**config.mk**
```make
export PLATFORM = sky130hd
export DESIGN_NAME = mem_wb_stage
export DESIGN_NICKNAME = d
export VERILOG_FILES = /design/src/rtl/mem_wb_stage.sv
export SDC_FILE = /design/constraint.sdc
export NUM_CORES = 1
export LEC_CHECK = 0
export CAP_MARGIN = 20
export CORE_MARGIN = 5
export CORE_UTILIZATION = 39
export CTS_BUF_LIST = sky130_fd_sc_hd__clkbuf_4 sky130_fd_sc_hd__clkbuf_8
export DETAILED_ROUTE_END_ITERATION = 7
export PLACE_DENSITY = 0.86
export SYNTH_ARGS = -nofsm -noshare
export SYNTH_HDL_FRONTEND = slang
export SYNTH_SLANG_ARGS = --single-unit
```
**constraint.sdc**
```tcl
create_clock -name clk -period 1.4 [get_ports clk]
set_input_delay 0.14 -clock clk [delete_from_list [all_inputs] [get_ports clk]]
set_output_delay 0.14 -clock clk [all_outputs]
set_load 0.02 [all_outputs]
```
**src/rtl/mem_wb_stage.sv**
```systemverilog
// mem_wb_stage: MEM/WB pipeline register for the 5-stage RV32I core.
// Load alignment and extension, misalignment detection and the writeback
// source mux all sit on the M side of the flops, so ResultW comes straight
// from a register. RdW/ResultW/RegWriteW feed the register file, which
// writes on the following negedge.
// Optional feature macro: WB_RETIRE_CNT_EN. When it is defined, the
// retired-instruction counter is built. When it is undefined, InstRetW is
// tied to 0 and no counter flops exist.
module mem_wb_stage #(
  parameter int DATA_W = 32,
  parameter int CNT_W  = 32
) (
  input  logic              clk,
  input  logic              rst,
  input  logic              ValidM,
  input  logic              RegWriteM,
  input  logic [4:0]        RdM,
  input  logic [1:0]        ResultSrcM,
  input  logic [2:0]        Funct3M,
  input  logic [DATA_W-1:0] ALUResultM,
  input  logic [DATA_W-1:0] ReadDataM,
  input  logic [DATA_W-1:0] PCPlus4M,
  input  logic              StallW,
  input  logic              FlushW,
  output logic              ValidW,
  output logic              RegWriteW,
  output logic [4:0]        RdW,
  output logic [DATA_W-1:0] ResultW,
  output logic              MisalignW,
  output logic [CNT_W-1:0]  InstRetW
);

  localparam logic [1:0] SRC_ALU  = 2'b00;
  localparam logic [1:0] SRC_LOAD = 2'b01;
  localparam logic [1:0] SRC_PC4  = 2'b10;

  localparam logic [2:0] F3_LB  = 3'b000;
  localparam logic [2:0] F3_LH  = 3'b001;
  localparam logic [2:0] F3_LBU = 3'b100;
  localparam logic [2:0] F3_LHU = 3'b101;

  logic [1:0]        off_s;
  logic [7:0]        byte_s;
  logic [15:0]       half_s;
  logic [DATA_W-1:0] load_val_s;
  logic              align_err_s;
  logic              misalign_s;
  logic [DATA_W-1:0] result_s;
  logic              wen_s;

  logic              valid_r;
  logic              regwrite_r;
  logic [4:0]        rd_r;
  logic [DATA_W-1:0] result_r;
  logic              misalign_r;

  // Select the addressed byte and half of the raw memory word.
  always_comb begin
    off_s  = ALUResultM[1:0];
    byte_s = ReadDataM[7:0];
    half_s = ReadDataM[15:0];
    case (off_s)
      2'd0:    byte_s = ReadDataM[7:0];
      2'd1:    byte_s = ReadDataM[15:8];
      2'd2:    byte_s = ReadDataM[23:16];
      2'd3:    byte_s = ReadDataM[31:24];
      default: byte_s = ReadDataM[7:0];
    endcase
    if (off_s[1]) begin
      half_s = ReadDataM[31:16];
    end else begin
      half_s = ReadDataM[15:0];
    end
  end

  // Extend the selected load data and flag alignment violations.
  // Unlisted Funct3 encodings behave as LW.
  always_comb begin
    load_val_s  = ReadDataM;
    align_err_s = 1'b0;
    case (Funct3M)
      F3_LB: begin
        load_val_s  = {{(DATA_W-8){byte_s[7]}}, byte_s};
        align_err_s = 1'b0;
      end
      F3_LBU: begin
        load_val_s  = {{(DATA_W-8){1'b0}}, byte_s};
        align_err_s = 1'b0;
      end
      F3_LH: begin
        load_val_s  = {{(DATA_W-16){half_s[15]}}, half_s};
        align_err_s = off_s[0];
      end
      F3_LHU: begin
        load_val_s  = {{(DATA_W-16){1'b0}}, half_s};
        align_err_s = off_s[0];
      end
      default: begin
        load_val_s  = ReadDataM;
        align_err_s = (off_s != 2'b00);
      end
    endcase
  end

  // Writeback source mux. A misaligned load passes the raw word through,
  // and the reserved source encoding falls back to the ALU result.
  always_comb begin
    misalign_s = 1'b0;
    result_s   = ALUResultM;
    case (ResultSrcM)
      SRC_ALU: begin
        result_s = ALUResultM;
      end
      SRC_LOAD: begin
        misalign_s = ValidM & align_err_s;
        if (align_err_s) begin
          result_s = ReadDataM;
        end else begin
          result_s = load_val_s;
        end
      end
      SRC_PC4: begin
        result_s = PCPlus4M;
      end
      default: begin
        result_s = ALUResultM;
      end
    endcase
    wen_s = ValidM & RegWriteM & (RdM != 5'd0) & ~misalign_s;
  end

  // WB pipeline register: flush beats stall, and stall beats load.
  always_ff @(posedge clk or posedge rst) begin
    if (rst) begin
      valid_r    <= 1'b0;
      regwrite_r <= 1'b0;
      rd_r       <= 5'd0;
      result_r   <= '0;
      misalign_r <= 1'b0;
    end else if (FlushW) begin
      valid_r    <= 1'b0;
      regwrite_r <= 1'b0;
      rd_r       <= 5'd0;
      result_r   <= '0;
      misalign_r <= 1'b0;
    end else if (!StallW) begin
      valid_r    <= ValidM;
      regwrite_r <= wen_s;
      rd_r       <= RdM;
      result_r   <= result_s;
      misalign_r <= misalign_s;
    end
  end

`ifdef WB_RETIRE_CNT_EN
  logic [CNT_W-1:0] instret_r;

  // Count every live instruction entering WB, including misaligned loads.
  // The counter wraps silently.
  always_ff @(posedge clk or posedge rst) begin
    if (rst) begin
      instret_r <= '0;
    end else if (!FlushW && !StallW && ValidM) begin
      instret_r <= instret_r + {{(CNT_W-1){1'b0}}, 1'b1};
    end
  end

  assign InstRetW = instret_r;
`else
  assign InstRetW = '0;
`endif

  assign ValidW    = valid_r;
  assign RegWriteW = regwrite_r;
  assign RdW       = rd_r;
  assign ResultW   = result_r;
  assign MisalignW = misalign_r;

endmodule

```
==> reports/metrics.csv <==
metric,value,unit
CP required,1.58,ns
Max Cap Violations,0,
launching element of the worst setup path,ResultSrcM[1],
CTS Root Cell,clkbuf_8,
CP peak stage delay,0.33,ns
Most used DFF post-synth,dfrtp_1,
H-tree levels,2,
fin. max-slew vios,0,
drt drc,0,
Final Hold Fails,0,
CTS Hold Bufs,0,
Leak Pwr,0.00235,uW
crit-path cells,dlygate4sd2_1 > ha_4 > nor2b_4 > bufbuf_16 > a22oi_2 > nor2_1 > a221o_1,
die width,98.9,um
Port-buffer cells,151,
switching part of the total,34.2,%
CP arrival,1.56,ns
RSZ-0062 raised after global routing,false,
dpl ws,-0.654,ns
status,"finished, final reports clean",
fin cells,642,
Max Clk Rate,729,MHz
share of post-route cells with drive strength above 1,15.0,%
Area Growth Syn to Fin,59.5,%
worst setup margin,0.0280,ns
top-area cell type share of the netlist area,32.5,%
post-route ant nets,0,
Placed Cells,631,
post-CTS setup buffer count,0,
FF-to-FF path depth,2,
"Max stage delay cell, worst path",ha_4,
post-synthesis register bit count,40,
Yosys warnings,0,
Worst Skew,0,ns
worst r2r dst,ResultW[12],
clk slew on worst S/H paths,0.09,ns
leading area contributor after synthesis,dfrtp_1,
clk_lat worst skew,0.29,ns
Layout Utilization,63.6,%
Gate power share,39.5,%
Avg Inst Size Synth,8.08,um2
TritonCTS clock tree,done,
grt total ovfl,0,
Detail Placement HPWL,9.10,mm
clock buffer count from CTS,5,
Die ar.,9770,um2
asr flop ratio synth,100,%
Max Fanout on Critical Path,8,
Synth Instances,381,
Setup CP Type,in -> reg,
maximum vdd drop,0.000504,V
top post-synthesis cells by area,"dfrtp_1 33%, a21oi_1 8.9%, buf_4 7.8%",
worst hold path class,in -> async,
Initial Util,39.8,%
r2r startpoint,ResultW[12],
WL per Instance,18.5,um
Post-synth EDFFs,0,
CP Capture Type,flip-flop,
Sink Count,40,
Die Y,98.9,um
clock tree buffer depth,2,
nets,652,
vias in the first global route,3541,
final wirelength,11.9,mm
Critical Path Start Type,primary input,
largest net degree at the start of global routing,41,
Rows,32,
GPL Wtd Cong,0.934,
Clock power frac,23.9,%
initial antenna violation count,1,
Psw,1200,uW
Final Setup Violations,0,
via count,3575,
number of vias per cell,5.57,
Total GRT Usage,23.2,%
Pwr Total,3490,uW
first-pass GRT wire length,18.3,mm
core area,7730,um2
cell-internal power,2300,uW
TritonRoute pass-1 iters,5,
Flop pwr share,36.7,%
last element of the critical path,ResultW[28],
Synth Cell Area,3080,um2
Yosys cell types,38,
Worst R2R Setup Slack,0.47,ns
io pins,184,
post-route minimum period,1.37,ns
Power per Cell Area,711,nW/um2
register area share after synthesis,32.5,%
Final period util,98.0,%
drt initial violations,324,
[kinds of logic (layout without fill, tap and decap cells)]
logic type      after synthesis  after routing  synth area share, %
compound gates              151            152                 34.4
buf+inv                     102            228                 16.6
mux                          15             15                 5.61
flops                        40             40                 32.5
other cells                   1             33                0.122
simple gates                 70             70                 9.96
fa+ha+maj                     2              2                0.813
[timing repair]
item,CTS,global route
resized for setup,78,6
cloned,2,0
setup endpoints to repair,70,18
pin swaps,11,4
[per-layer routing]
layer / vias to the layer above / part of all wire [%] / track usage, %
met3: 32 / 11 / 6.72
met1: 1674 / 39 / 29.4
met2: 243 / 48 / 38.5
li1: 1626 / - / -
met4: 0 / 2.3 / 6.62
met5: - / 0 / 0
[cell usage after synthesis, types with 2 or more instances]
| cell type | n |
|---|---|
| o21ai_0 | 12 |
| a21oi_1 | 55 |
| o211ai_1 | 7 |
| dfrtp_1 | 40 |
| nor2b_1 | 3 |
| buf_1 | 3 |
| a221oi_1 | 9 |
| nand2b_1 | 3 |
| nand2_1 | 13 |
| a21o_1 | 8 |
| ha_1 | 2 |
| buf_4 | 32 |
| o32a_1 | 7 |
| mux2_2 | 8 |
| a22oi_1 | 15 |
| clkbuf_1 | 32 |
| or2_2 | 3 |
| nor2_1 | 41 |
| a221o_1 | 16 |
| inv_1 | 34 |
| mux2i_1 | 6 |
| a211oi_1 | 15 |
| nand3_1 | 2 |
[worst min path at each step]
stage                     startpoint          end  slack, ns
after global routing             rst       RdW[0]       0.21
after detailed placement   RegWriteW    RegWriteW       0.47
final                            rst  ResultW[17]       0.18
after CTS                        rst  ResultW[17]       0.20
after floorplan               RdM[0]       RdW[0]       0.29
after global placement     RegWriteW    RegWriteW       0.47
[power groups by stage]
stage | Sequential, uW | Combinational (uW) | Clock, uW
2_1_floorplan | 1400 | 635 | 0
3_3_place_gp | 1300 | 1360 | 0
3_5_place_dp | 1310 | 1380 | 0
4_1_cts | 1280 | 1370 | 839
5_1_grt | 1290 | 1480 | 875
6_report | 1280 | 1380 | 834
[critical path: cells and delay by family]
family,cells,cell delay [ns]
and+or+nand+nor,2,0.13
adders and majority gates,1,0.33
AOI/OAI and AO/OA,2,0.40
buffers and inverters,2,0.55
[registers in the layout, summed over array words and instances, names as in the netlist]
register	count
ValidW	1
ResultW	32
MisalignW	1
RegWriteW	1
RdW	5
[final cells by class]
class                   instances  area [um2]
well taps                     102         128
multi-input cells             271        1770
fillers                       657        2820
flip-flops and latches         40        1000
repair buffers                186        1790
clock buffers                   6        82.6
clock inverters                 2        10.0
diodes                          1        2.50
inverters                      34         128
[through the flow]
| step | area (um2) | hold WS (ns) | TNS, ns |
|---|---|---|---|
| after global placement | 4760 | 0.471 | -17.94 |
| after floorplan | 3210 | 0.293 | -2.29 |
| final | 4910 | 0.184 | 0 |
| after global routing | 4910 | 0.211 | 0 |
| after detailed placement | 4760 | 0.475 | -19.61 |
| after CTS | 4890 | 0.197 | 0 |
[layout by cell type (no fill, tap or decap), types with 4 or more instances in the layout]
| cell type | count |
|---|---|
| dfrtp_1 | 40 |
| buf_12 | 4 |
| o32a_1 | 7 |
| dlymetal6s2s_1 | 4 |
| dlygate4sd2_1 | 40 |
| nor2_1 | 41 |
| o211ai_1 | 7 |
| buf_2 | 4 |
| a221oi_1 | 9 |
| buf_4 | 31 |
| nand2_1 | 13 |
| a21oi_1 | 54 |
| mux2i_1 | 6 |
| clkbuf_8 | 6 |
| a21o_1 | 8 |
| conb_1 | 32 |
| o21ai_0 | 12 |
| a22oi_1 | 7 |
| inv_1 | 32 |
| mux2_2 | 8 |
| a221o_1 | 16 |
| a211oi_1 | 15 |
| clkdlybuf4s50_1 | 100 |
| a22oi_2 | 8 |
No activity file was read; power rests on OpenSTA's default activity.
